--- src/rtl/ipif_axil_regfile_if.sv ---
// AXI4-Lite slave channel bundle for the IPIF register file.
// The master modport is the bus side and the slave modport is the register file side.
interface ipif_axil_regfile_if #(
  parameter int C_S_AXI_ADDR_WIDTH = 8,
  parameter int C_S_AXI_DATA_WIDTH = 32
);
  logic [C_S_AXI_ADDR_WIDTH-1:0]   S_AXI_AWADDR;
  logic [2:0]                      S_AXI_AWPROT;
  logic                            S_AXI_AWVALID;
  logic                            S_AXI_AWREADY;
  logic [C_S_AXI_DATA_WIDTH-1:0]   S_AXI_WDATA;
  logic [C_S_AXI_DATA_WIDTH/8-1:0] S_AXI_WSTRB;
  logic                            S_AXI_WVALID;
  logic                            S_AXI_WREADY;
  logic [1:0]                      S_AXI_BRESP;
  logic                            S_AXI_BVALID;
  logic                            S_AXI_BREADY;
  logic [C_S_AXI_ADDR_WIDTH-1:0]   S_AXI_ARADDR;
  logic [2:0]                      S_AXI_ARPROT;
  logic                            S_AXI_ARVALID;
  logic                            S_AXI_ARREADY;
  logic [C_S_AXI_DATA_WIDTH-1:0]   S_AXI_RDATA;
  logic [1:0]                      S_AXI_RRESP;
  logic                            S_AXI_RVALID;
  logic                            S_AXI_RREADY;

  modport master (
    output S_AXI_AWADDR, S_AXI_AWPROT, S_AXI_AWVALID, input S_AXI_AWREADY,
    output S_AXI_WDATA, S_AXI_WSTRB, S_AXI_WVALID, input S_AXI_WREADY,
    input S_AXI_BRESP, S_AXI_BVALID, output S_AXI_BREADY,
    output S_AXI_ARADDR, S_AXI_ARPROT, S_AXI_ARVALID, input S_AXI_ARREADY,
    input S_AXI_RDATA, S_AXI_RRESP, S_AXI_RVALID, output S_AXI_RREADY
  );

  modport slave (
    input S_AXI_AWADDR, S_AXI_AWPROT, S_AXI_AWVALID, output S_AXI_AWREADY,
    input S_AXI_WDATA, S_AXI_WSTRB, S_AXI_WVALID, output S_AXI_WREADY,
    output S_AXI_BRESP, S_AXI_BVALID, input S_AXI_BREADY,
    input S_AXI_ARADDR, S_AXI_ARPROT, S_AXI_ARVALID, output S_AXI_ARREADY,
    output S_AXI_RDATA, S_AXI_RRESP, S_AXI_RVALID, input S_AXI_RREADY
  );
endinterface

--- src/rtl/ipif_axil_regfile.sv ---
// AXI4-Lite register file at the bus-clock end of the IPIF parameter path.
// Define IPIF_AXIL_RDPIPE_EN to add one extra register stage on the read data path.
module ipif_axil_regfile #(
  parameter int C_S_AXI_DATA_WIDTH = 32,
  parameter int C_S_AXI_ADDR_WIDTH = 8,
  parameter int N_REG              = 2,
  parameter logic [N_REG*C_S_AXI_DATA_WIDTH-1:0] RESET_VALUE = '0
) (
  input  logic                                bus_clk,
  input  logic                                bus_clk_aresetn,
  ipif_axil_regfile_if.slave                  s_axi,
  output logic [N_REG*C_S_AXI_DATA_WIDTH-1:0] params_from_bus,
  input  logic [N_REG*C_S_AXI_DATA_WIDTH-1:0] params_to_bus,
  output logic [N_REG-1:0]                    wr_pulse
);
  localparam int DW    = C_S_AXI_DATA_WIDTH;
  localparam int NB    = DW / 8;
  localparam int IDX_W = C_S_AXI_ADDR_WIDTH - 2;

  typedef enum logic [1:0] {W_IDLE, W_COMMIT, W_RESP} w_state_t;
  typedef enum logic {R_IDLE, R_DATA} r_state_t;

  w_state_t         w_state;
  r_state_t         r_state;
  logic             aw_held;
  logic             w_held;
  logic [IDX_W-1:0] aw_idx;
  logic [DW-1:0]    w_data;
  logic [NB-1:0]    w_strb;
  logic [IDX_W-1:0] ar_idx;
  logic [DW-1:0]    rd_word;
  logic             aw_fire;
  logic             w_fire;
  logic             aw_done;
  logic             w_done;
  logic             aw_in_range;
  logic             rd_in_range;
  logic             unused_ok;

  assign aw_fire     = s_axi.S_AXI_AWVALID && s_axi.S_AXI_AWREADY;
  assign w_fire      = s_axi.S_AXI_WVALID && s_axi.S_AXI_WREADY;
  assign aw_done     = aw_held || aw_fire;
  assign w_done      = w_held || w_fire;
  assign aw_in_range = int'(aw_idx) < N_REG;
  assign rd_in_range = int'(ar_idx) < N_REG;
  assign unused_ok   = ^{s_axi.S_AXI_AWPROT, s_axi.S_AXI_ARPROT,
                         s_axi.S_AXI_AWADDR[1:0], s_axi.S_AXI_ARADDR[1:0]};

  // Out-of-range indices select nothing, so they read back as zero.
  always_comb begin
    rd_word = '0;
    for (int i = 0; i < N_REG; i++) begin
      if (int'(ar_idx) == i) rd_word = params_to_bus[i*DW +: DW];
    end
  end

  always_ff @(posedge bus_clk or negedge bus_clk_aresetn) begin
    if (!bus_clk_aresetn) begin
      w_state             <= W_IDLE;
      aw_held             <= 1'b0;
      w_held              <= 1'b0;
      aw_idx              <= '0;
      w_data              <= '0;
      w_strb              <= '0;
      s_axi.S_AXI_AWREADY <= 1'b0;
      s_axi.S_AXI_WREADY  <= 1'b0;
      s_axi.S_AXI_BVALID  <= 1'b0;
      s_axi.S_AXI_BRESP   <= 2'b00;
      params_from_bus     <= RESET_VALUE;
      wr_pulse            <= '0;
    end else begin
      wr_pulse <= '0;
      case (w_state)
        W_IDLE: begin
          if (aw_fire) begin
            aw_held <= 1'b1;
            aw_idx  <= s_axi.S_AXI_AWADDR[C_S_AXI_ADDR_WIDTH-1:2];
          end
          if (w_fire) begin
            w_held <= 1'b1;
            w_data <= s_axi.S_AXI_WDATA;
            w_strb <= s_axi.S_AXI_WSTRB;
          end
          if (aw_done && w_done) begin
            w_state             <= W_COMMIT;
            s_axi.S_AXI_AWREADY <= 1'b0;
            s_axi.S_AXI_WREADY  <= 1'b0;
          end else begin
            s_axi.S_AXI_AWREADY <= !aw_done;
            s_axi.S_AXI_WREADY  <= !w_done;
          end
        end
        W_COMMIT: begin
          for (int i = 0; i < N_REG; i++) begin
            if (int'(aw_idx) == i) begin
              for (int b = 0; b < NB; b++) begin
                if (w_strb[b]) params_from_bus[i*DW + b*8 +: 8] <= w_data[b*8 +: 8];
              end
              wr_pulse[i] <= 1'b1;
            end
          end
          s_axi.S_AXI_BRESP  <= aw_in_range ? 2'b00 : 2'b10;
          s_axi.S_AXI_BVALID <= 1'b1;
          w_state            <= W_RESP;
        end
        W_RESP: begin
          if (s_axi.S_AXI_BREADY) begin
            s_axi.S_AXI_BVALID  <= 1'b0;
            s_axi.S_AXI_BRESP   <= 2'b00;
            aw_held             <= 1'b0;
            w_held              <= 1'b0;
            aw_idx              <= '0;
            w_data              <= '0;
            w_strb              <= '0;
            s_axi.S_AXI_AWREADY <= 1'b1;
            s_axi.S_AXI_WREADY  <= 1'b1;
            w_state             <= W_IDLE;
          end
        end
        default: w_state <= W_IDLE;
      endcase
    end
  end

`ifdef IPIF_AXIL_RDPIPE_EN
  logic          rd_staged;
  logic [DW-1:0] rd_stage_data;
  logic          rd_stage_err;
`endif

  // RVALID low inside R_DATA means the response is still being assembled.
  always_ff @(posedge bus_clk or negedge bus_clk_aresetn) begin
    if (!bus_clk_aresetn) begin
      r_state             <= R_IDLE;
      ar_idx              <= '0;
      s_axi.S_AXI_ARREADY <= 1'b0;
      s_axi.S_AXI_RVALID  <= 1'b0;
      s_axi.S_AXI_RDATA   <= '0;
      s_axi.S_AXI_RRESP   <= 2'b00;
`ifdef IPIF_AXIL_RDPIPE_EN
      rd_staged           <= 1'b0;
      rd_stage_data       <= '0;
      rd_stage_err        <= 1'b0;
`endif
    end else begin
      case (r_state)
        R_IDLE: begin
          if (s_axi.S_AXI_ARREADY && s_axi.S_AXI_ARVALID) begin
            ar_idx              <= s_axi.S_AXI_ARADDR[C_S_AXI_ADDR_WIDTH-1:2];
            s_axi.S_AXI_ARREADY <= 1'b0;
            r_state             <= R_DATA;
          end else begin
            s_axi.S_AXI_ARREADY <= 1'b1;
          end
        end
        R_DATA: begin
          if (s_axi.S_AXI_RVALID) begin
            if (s_axi.S_AXI_RREADY) begin
              s_axi.S_AXI_RVALID  <= 1'b0;
              s_axi.S_AXI_RDATA   <= '0;
              s_axi.S_AXI_RRESP   <= 2'b00;
              s_axi.S_AXI_ARREADY <= 1'b1;
              ar_idx              <= '0;
              r_state             <= R_IDLE;
`ifdef IPIF_AXIL_RDPIPE_EN
              rd_staged           <= 1'b0;
`endif
            end
          end else begin
`ifdef IPIF_AXIL_RDPIPE_EN
            if (!rd_staged) begin
              rd_staged     <= 1'b1;
              rd_stage_data <= rd_word;
              rd_stage_err  <= !rd_in_range;
            end else begin
              s_axi.S_AXI_RVALID <= 1'b1;
              s_axi.S_AXI_RDATA  <= rd_stage_data;
              s_axi.S_AXI_RRESP  <= rd_stage_err ? 2'b10 : 2'b00;
            end
`else
            s_axi.S_AXI_RVALID <= 1'b1;
            s_axi.S_AXI_RDATA  <= rd_word;
            s_axi.S_AXI_RRESP  <= rd_in_range ? 2'b00 : 2'b10;
`endif
          end
        end
        default: r_state <= R_IDLE;
      endcase
    end
  end
endmodule

--- src/flat_wrapper.sv ---
// flat-port wrapper written by rule: the top's interface ports become plain ports
module ipif_axil_regfile_flat 
#(
  parameter int C_S_AXI_DATA_WIDTH = 32,
  parameter int C_S_AXI_ADDR_WIDTH = 8,
  parameter int N_REG              = 2,
  parameter logic [N_REG*C_S_AXI_DATA_WIDTH-1:0] RESET_VALUE = '0
)
  (bus_clk, bus_clk_aresetn, params_from_bus, params_to_bus, wr_pulse, s_axi_S_AXI_AWADDR, s_axi_S_AXI_AWPROT, s_axi_S_AXI_AWVALID, s_axi_S_AXI_AWREADY, s_axi_S_AXI_WDATA, s_axi_S_AXI_WSTRB, s_axi_S_AXI_WVALID, s_axi_S_AXI_WREADY, s_axi_S_AXI_BRESP, s_axi_S_AXI_BVALID, s_axi_S_AXI_BREADY, s_axi_S_AXI_ARADDR, s_axi_S_AXI_ARPROT, s_axi_S_AXI_ARVALID, s_axi_S_AXI_ARREADY, s_axi_S_AXI_RDATA, s_axi_S_AXI_RRESP, s_axi_S_AXI_RVALID, s_axi_S_AXI_RREADY);
  ipif_axil_regfile_if #(.C_S_AXI_ADDR_WIDTH(C_S_AXI_ADDR_WIDTH), .C_S_AXI_DATA_WIDTH(C_S_AXI_DATA_WIDTH)) s_axi_i ();
  input  logic bus_clk;
  input  logic bus_clk_aresetn;
  output logic [N_REG*C_S_AXI_DATA_WIDTH-1:0] params_from_bus;
  input  logic [N_REG*C_S_AXI_DATA_WIDTH-1:0] params_to_bus;
  output logic [N_REG-1:0] wr_pulse;
  input wire logic [$bits(s_axi_i.S_AXI_AWADDR)-1:0] s_axi_S_AXI_AWADDR;
  input wire logic [$bits(s_axi_i.S_AXI_AWPROT)-1:0] s_axi_S_AXI_AWPROT;
  input wire logic [$bits(s_axi_i.S_AXI_AWVALID)-1:0] s_axi_S_AXI_AWVALID;
  output wire logic [$bits(s_axi_i.S_AXI_AWREADY)-1:0] s_axi_S_AXI_AWREADY;
  input wire logic [$bits(s_axi_i.S_AXI_WDATA)-1:0] s_axi_S_AXI_WDATA;
  input wire logic [$bits(s_axi_i.S_AXI_WSTRB)-1:0] s_axi_S_AXI_WSTRB;
  input wire logic [$bits(s_axi_i.S_AXI_WVALID)-1:0] s_axi_S_AXI_WVALID;
  output wire logic [$bits(s_axi_i.S_AXI_WREADY)-1:0] s_axi_S_AXI_WREADY;
  output wire logic [$bits(s_axi_i.S_AXI_BRESP)-1:0] s_axi_S_AXI_BRESP;
  output wire logic [$bits(s_axi_i.S_AXI_BVALID)-1:0] s_axi_S_AXI_BVALID;
  input wire logic [$bits(s_axi_i.S_AXI_BREADY)-1:0] s_axi_S_AXI_BREADY;
  input wire logic [$bits(s_axi_i.S_AXI_ARADDR)-1:0] s_axi_S_AXI_ARADDR;
  input wire logic [$bits(s_axi_i.S_AXI_ARPROT)-1:0] s_axi_S_AXI_ARPROT;
  input wire logic [$bits(s_axi_i.S_AXI_ARVALID)-1:0] s_axi_S_AXI_ARVALID;
  output wire logic [$bits(s_axi_i.S_AXI_ARREADY)-1:0] s_axi_S_AXI_ARREADY;
  output wire logic [$bits(s_axi_i.S_AXI_RDATA)-1:0] s_axi_S_AXI_RDATA;
  output wire logic [$bits(s_axi_i.S_AXI_RRESP)-1:0] s_axi_S_AXI_RRESP;
  output wire logic [$bits(s_axi_i.S_AXI_RVALID)-1:0] s_axi_S_AXI_RVALID;
  input wire logic [$bits(s_axi_i.S_AXI_RREADY)-1:0] s_axi_S_AXI_RREADY;
  assign s_axi_i.S_AXI_AWADDR = s_axi_S_AXI_AWADDR;
  assign s_axi_i.S_AXI_AWPROT = s_axi_S_AXI_AWPROT;
  assign s_axi_i.S_AXI_AWVALID = s_axi_S_AXI_AWVALID;
  assign s_axi_S_AXI_AWREADY = s_axi_i.S_AXI_AWREADY;
  assign s_axi_i.S_AXI_WDATA = s_axi_S_AXI_WDATA;
  assign s_axi_i.S_AXI_WSTRB = s_axi_S_AXI_WSTRB;
  assign s_axi_i.S_AXI_WVALID = s_axi_S_AXI_WVALID;
  assign s_axi_S_AXI_WREADY = s_axi_i.S_AXI_WREADY;
  assign s_axi_S_AXI_BRESP = s_axi_i.S_AXI_BRESP;
  assign s_axi_S_AXI_BVALID = s_axi_i.S_AXI_BVALID;
  assign s_axi_i.S_AXI_BREADY = s_axi_S_AXI_BREADY;
  assign s_axi_i.S_AXI_ARADDR = s_axi_S_AXI_ARADDR;
  assign s_axi_i.S_AXI_ARPROT = s_axi_S_AXI_ARPROT;
  assign s_axi_i.S_AXI_ARVALID = s_axi_S_AXI_ARVALID;
  assign s_axi_S_AXI_ARREADY = s_axi_i.S_AXI_ARREADY;
  assign s_axi_S_AXI_RDATA = s_axi_i.S_AXI_RDATA;
  assign s_axi_S_AXI_RRESP = s_axi_i.S_AXI_RRESP;
  assign s_axi_S_AXI_RVALID = s_axi_i.S_AXI_RVALID;
  assign s_axi_i.S_AXI_RREADY = s_axi_S_AXI_RREADY;
  ipif_axil_regfile #(.C_S_AXI_DATA_WIDTH(C_S_AXI_DATA_WIDTH), .C_S_AXI_ADDR_WIDTH(C_S_AXI_ADDR_WIDTH), .N_REG(N_REG), .RESET_VALUE(RESET_VALUE)) u_core (.bus_clk(bus_clk), .bus_clk_aresetn(bus_clk_aresetn), .s_axi(s_axi_i), .params_from_bus(params_from_bus), .params_to_bus(params_to_bus), .wr_pulse(wr_pulse));
endmodule
--- config.mk ---
export PLATFORM = sky130hd
export DESIGN_NAME = ipif_axil_regfile_flat
export DESIGN_NICKNAME = d
export VERILOG_FILES = /design/src/rtl/ipif_axil_regfile_if.sv /design/src/rtl/ipif_axil_regfile.sv /design/src/flat_wrapper.sv
export SDC_FILE = /design/constraint.sdc
export NUM_CORES = 1
export LEC_CHECK = 0
export CORE_MARGIN = 2
export CORE_UTILIZATION = 30
export CTS_CLUSTER_DIAMETER = 120
export DETAILED_ROUTE_END_ITERATION = 12
export PLACE_DENSITY_LB_ADDON = 0.08
export SKIP_CTS_REPAIR_TIMING = 1
export SLEW_MARGIN = 20
export SYNTH_ARGS = -nofsm -noshare
export SYNTH_HDL_FRONTEND = slang
export SYNTH_SLANG_ARGS = --single-unit
export TNS_END_PERCENT = 10
--- constraint.sdc ---
create_clock -name bus_clk -period 1.7 [get_ports bus_clk]
set_input_delay 0.34 -clock bus_clk [delete_from_list [all_inputs] [get_ports bus_clk]]
set_output_delay 0.34 -clock bus_clk [all_outputs]
set_load 0.05 [all_outputs]
==> results.yml, run 1 <==
flow_run:
  maxCapViolCount: 0
timing:
  hold_viol_final: 0
  tns_ps: 0
  fin_crit_sh_pct: 98.9
  fin_crit_ps: 1680
  worst_pin_slew_ps: 660
  finClkSkew_ps: 11.3
  drv_slew: 0
  setup_ws_ps: 18.4
  rsz0062_at_grt: "yes"
  relSlewSlack_pct: 55.8
  setup_viol: 0
  max_freq_ghz: 0.595
synth:
  synthCells: 417
  ys_ff_latch: 158
  yosysSeqAreaShare_pct: 63.1
  postSynthAreaPerCell_um2: 15.0
  ys.flop_type: "dfrtp_1"
  synth_cell_types: 39
  syn-cell-area_um2: 6260
  ys_async_sr_fraction_pct: 100
  synth_edf_count: 0
  yosysWarnings: 0
clocking:
  cts_tree: "built"
  htreeDepth: 4
  numCtsBuffers: 17
  clkSinkCount: 158
  clockBufferDepth: 2
  clock-root-buffer: "clkbuf_16"
  cts.clk_slew.worst_paths_ps: 60
  insertion_delay_ps: 420
power_and_ir_drop:
  max-vdd-ir-drop_uv: 820
  cellPowerDensity_nw_per_um2: 1960
  total_leakage_power_uw: 0.00455
finish:
  finalNonFillerCells: 946
  layout-drive-gt1-share_pct: 36.2
  syn2layout_area_growth_pct: 51.1
  fillers: 1851
  n_antenna_cell: 0
  fin_area_um2: 9460
  nNetsFinal: 793
  finish.utilization_pct: 46.5
floorplan:
  start_util_pct: 30.7
  placementRows: 52
  die-area_um2: 22000
  core_area_um2: 20400
  die_w_um: 148
  fp.dieH_um: 148
  io_pins: 236
placement:
  portBuffers: 223
  post-dp-hpwl_um: 12100
  pre_cts_slack_ps: -17.0
  dpl_cell_area_um2: 8810
  dp_cells: 914
  globalplace.congestion: 0.719
detailed_routing:
  drtPass1Iterations: 4
  vias: 4455
  drt_iter0_markers: 159
  routed_via_density: 4.71
  ant_nets: 0
  routedWlPerCell_um: 17.8
  drc_errors: 0
  routed_wl_um: 16800
min_path:
  hp-class: "in -> async"
setup_path:
  cp_cell_sequence: "nor4b_4, buf_4, nand3_2, mux2_2"
  worstPathArrival_ps: 1980
  crit_slowest_cell: "dfrtp_1"
  critPathMaxStageDelay_ps: 460
  cp-end-kind: "register"
  crit_buf_inv: 1
  crit_type: "reg -> reg"
  critPathLaunchType: "register"
  cpLargestDelayFamily: "simple AND/OR/NAND/NOR gates"
  path_max_fanout: 8
  worstPathRequired_ps: 2000
run_status:
  outcome: "complete, no violations"
global_routing:
  antenna_found_initial: 0
  grt_pass1_vias: 4928
  grt.overflow.total: 0
  grt_max_degree: 47
  grt_pass1_wl_um: 26800
  track_usage_pct: 15.8
## synthesized netlist by cell type (3+ instances only)
| master | instances | area share (%) |
|---|---|---|
| a21o_1 | 5 | 0.60 |
| clkbuf_1 | 10 | 0.60 |
| buf_4 | 3 | 0.36 |
| dfrtp_1 | 158 | 63 |
| nor2_1 | 4 | 0.24 |
| o2bb2ai_1 | 32 | 4.5 |
| buf_2 | 9 | 0.72 |
| nand2_1 | 5 | 0.30 |
| mux2i_1 | 32 | 5.1 |
| a22o_1 | 49 | 6.9 |
| nand2b_1 | 3 | 0.30 |
| a21oi_1 | 7 | 0.56 |
| nand3_2 | 4 | 0.64 |
| mux2_2 | 64 | 12 |
| nand4_2 | 3 | 0.60 |
| inv_1 | 4 | 0.24 |
## logic make-up (layout without fill, tap and decap cells)
kind of cell,count (synthesis),in the layout,synth area share (%)
DFF,158,158,63.1
AOI/OAI and AO/OA,99,99,13.2
muxes,96,96,16.6
and+or+nand+nor,35,35,4.76
buffers and inverters,28,286,2.16
other,1,2,0.0599
## worst reg2reg max path, cell delays in order, from the launching register on
cell and delay (ps):
dfrtp_1 460, nor4b_4 290, buf_4 200, nand3_2 250
mux2_2 360
## power by group
part,internal [uW],leakage (uW),switching (uW)
sequential,5150,0.00210,943
combinational,3160,0.00214,5210
clock,2500,0.000306,1540
total,10800,0.00455,7690
## path summary, 6_finish.rpt
kind | from | endpoint | slack, ps | cells after the start
min | bus_clk_aresetn | u_core.s_axi.S_AXI_RDATA[5] | 410 | 2
max reg2reg | u_core.w_state[1] | u_core.params_from_bus[11] | 20 | 4
max | u_core.w_state[1] | u_core.params_from_bus[11] | 20 | 4
min reg2reg | u_core.aw_held | u_core.aw_held | 480 | 1
max in group asynchronous | bus_clk_aresetn | u_core.params_from_bus[48] | 670 | 3
min in group bus_clk | u_core.aw_held | u_core.aw_held | 480 | 1
## stage by stage
step	hold WS (ps)	total power, uW
after floorplan	44.4	11500
after global placement	303	14400
after detailed placement	298	14600
after CTS	-156	18700
after global routing	438	19500
final	415	18500
## sequential cells by signal, summed over array words and instances (netlist names), 2 cells and up
register and count:
u_core.aw_idx 6, u_core.s_axi.S_AXI_RDATA 32, u_core.w_state 2, u_core.w_strb 4, u_core.wr_pulse 2, u_core.params_from_bus 64, u_core.ar_idx 6, u_core.w_data 32
## layer usage
| metal | vias to the layer above | track usage [%] | share of wire, % |
|---|---|---|---|
| met3 | 18 | 5.98 | 9.0 |
| met2 | 163 | 26.8 | 49 |
| met1 | 2210 | 18.3 | 40 |
| met4 | 0 | 5.52 | 1.8 |
| li1 | 2064 | - | - |
| met5 | - | 0 | 0 |
## layout make-up
| cell class | instances | area (um^2) | share of cell area, % |
|---|---|---|---|
| sequential | 158 | 3960 | 41.8 |
| timing repair buffer | 251 | 2320 | 24.5 |
| multi-input combinational | 232 | 2200 | 23.3 |
| clock buffer | 18 | 439 | 4.64 |
| tap | 270 | 338 | 3.57 |
| clock inverter | 13 | 190 | 2.01 |
| inverter | 4 | 15.0 | 0.159 |
## cells in the final DEF (no fill, tap or decap), types with 2 or more instances in the layout
| cell type | n |
|---|---|
| nand4_4 | 2 |
| mux2_2 | 64 |
| clkinv_2 | 2 |
| nor3_1 | 2 |
| clkbuf_16 | 17 |
| a21o_1 | 4 |
| nand4_2 | 2 |
| nand3_2 | 3 |
| buf_12 | 11 |
| mux2i_1 | 32 |
| buf_4 | 121 |
| a22o_1 | 49 |
| nand2b_1 | 3 |
| a21oi_1 | 6 |
| o2bb2ai_1 | 32 |
| clkdlybuf4s50_1 | 117 |
| nand3b_1 | 2 |
| dfrtp_1 | 157 |
| clkinv_4 | 5 |
| nand2_1 | 5 |
| inv_1 | 4 |
| bufinv_16 | 4 |
| nor2_1 | 4 |
| conb_1 | 2 |
No activity file was read; power rests on OpenSTA's default activity.
==> run 2: changes to the inputs <==
REMOVE_ABC_BUFFERS = 1   (was not set)
==> run 2 against run 1 <==
  * Via count decreased by 0.38%
  * Sequential share of layout area increased by 0.19 points
  * Critical path depth unchanged
  * Total power decreased by 1.8%
  * Sequential power about the same
  * Global-route usage decreased by 0.31 points
  * Die area unchanged
  * Fmax increased by 1.5%
  * Critical path type unchanged
  * Largest cell class unchanged
  * Highest routed layer unchanged
==> results.yml, run 2 (synthesis results as in run 1) <==
timing:
  tns_ps: 0
  drv_slew: 0
  hold_viol_final: 0
  setup_viol: 0
  max_freq_ghz: 0.604
  setup_ws_ps: 43.6
  finClkSkew_ps: 10.0
  fin_crit_sh_pct: 97.4
  worst_pin_slew_ps: 522
  relSlewSlack_pct: 65.0
  rsz0062_at_grt: "yes"
  fin_crit_ps: 1660
placement:
  portBuffers: 223
  globalplace.congestion: 0.714
  post-dp-hpwl_um: 12300
  pre_cts_slack_ps: 0.407
clocking:
  clock-root-buffer: "clkbuf_16"
  cts_tree: "built"
  clkSinkCount: 158
  clockBufferDepth: 2
  cts.clk_slew.worst_paths_ps: 60
  insertion_delay_ps: 410
  htreeDepth: 4
  numCtsBuffers: 17
setup_path:
  regToRegEndpoint: "u_core.params_from_bus[45]"
  r2r_start: "u_core.w_state[1]"
  rrSetupSlack_ps: 40
  crit_type: "reg -> reg"
  r2r_cells: 4
  crit_slowest_cell: "dfrtp_2"
  critPathMaxStageDelay_ps: 450
  worstPathArrival_ps: 1950
  cp_cell_sequence: "nor3b_4, nand4_2, buf_12, mux2_2"
  path_max_fanout: 8
  crit_buf_inv: 1
  cpLargestDelayFamily: "simple AND/OR/NAND/NOR gates"
  critPathLaunchType: "register"
  cp-end-kind: "register"
  worstPathRequired_ps: 1990
finish:
  largest-register: "u_core.params_from_bus"
  n_antenna_cell: 0
  largestRegisters: "u_core.params_from_bus: 64 flops, u_core.s_axi.S_AXI_RDATA: 32 flops, u_core.w_data: 32 flops"
  nNetsFinal: 791
  layout-drive-gt1-share_pct: 35.6
  syn2layout_area_growth_pct: 50.5
  layout_common_cells: "dfrtp_1 (155), clkdlybuf4s50_1 (117), buf_4 (116)"
  layout_commonest_cell: "dfrtp_1"
  largest_reg_flops: 64
floorplan:
  die_w_um: 148
  fp.dieH_um: 148
  io_pins: 236
  start_util_pct: 30.7
  placementRows: 52
  core_area_um2: 20400
  die-area_um2: 22000
detailed_routing:
  drtPass1Iterations: 4
  routed_via_density: 4.70
  ant_nets: 0
  drc_errors: 0
  routedWlPerCell_um: 18.0
  routed_wl_um: 17000
  drt_iter0_markers: 121
  vias: 4438
power_and_ir_drop:
  total_leakage_power_uw: 0.00452
  cellPowerDensity_nw_per_um2: 1930
  max-vdd-ir-drop_uv: 754
global_routing:
  grt_pass1_vias: 4752
  grt.overflow.total: 0
  antenna_found_initial: 0
  grt_max_degree: 43
  track_usage_pct: 15.5
  grt_pass1_wl_um: 26400
run_status:
  outcome: "complete, no violations"
flow_run:
  maxCapViolCount: 0
min_path:
  hp-class: "in -> async"
run 2: worst max-delay path by stage:
| stage | start | end | cells after the start | slack, ps |
|---|---|---|---|---|
| global route | u_core.aw_idx[1] | u_core.params_from_bus[41] | 5 | -2 |
| CTS | u_core.w_state[1] | u_core.params_from_bus[8] | 4 | -20 |
| finish | u_core.w_state[1] | u_core.params_from_bus[45] | 4 | 40 |
| detailed placement | s_axi_S_AXI_WVALID | u_core.w_data[17] | 5 | 0.4 |
| floorplan | u_core.s_axi.S_AXI_RVALID | u_core.s_axi.S_AXI_RRESP[1] | 3 | -770 |
| global placement | s_axi_S_AXI_WVALID | u_core.w_data[23] | 5 | 20 |
run 2: final cells by class:
type | instances | area [um^2]
fillers | 1863 | 10900
flip-flops and latches | 158 | 3960
well taps | 270 | 338
inverters | 4 | 15.0
multi-input cells | 232 | 2220
clock inverters | 10 | 114
clock buffers | 21 | 440
repair buffers | 249 | 2340
run 2: metal layers:
layer / wire, um / share of wire, % / global-route usage, %
met5: 0 / 0 / 0
met4: 200 / 1.2 / 4.76
met3: 1510 / 8.9 / 5.86
met2: 8100 / 48 / 25.3
met1: 7170 / 42 / 19.0
run 2: metrics by stage:
stage	cells	area (um^2)	total power [uW]	utilization, %	hold WS (ps)
final	944	9420	18200	46.3	441
after global routing	944	9420	19100	46.3	452
after CTS	943	9380	18400	46.1	-196
after detailed placement	912	8830	14600	43.3	251
after global placement	912	8830	14500	43.3	250
after floorplan	394	6140	11400	-	44.4
run 2: where the power goes:
group | switching [uW] | total, uW | internal (uW)
Sequential | 958 | 6110 | 5150
Combinational | 5240 | 8430 | 3200
Clock | 1470 | 3630 | 2160
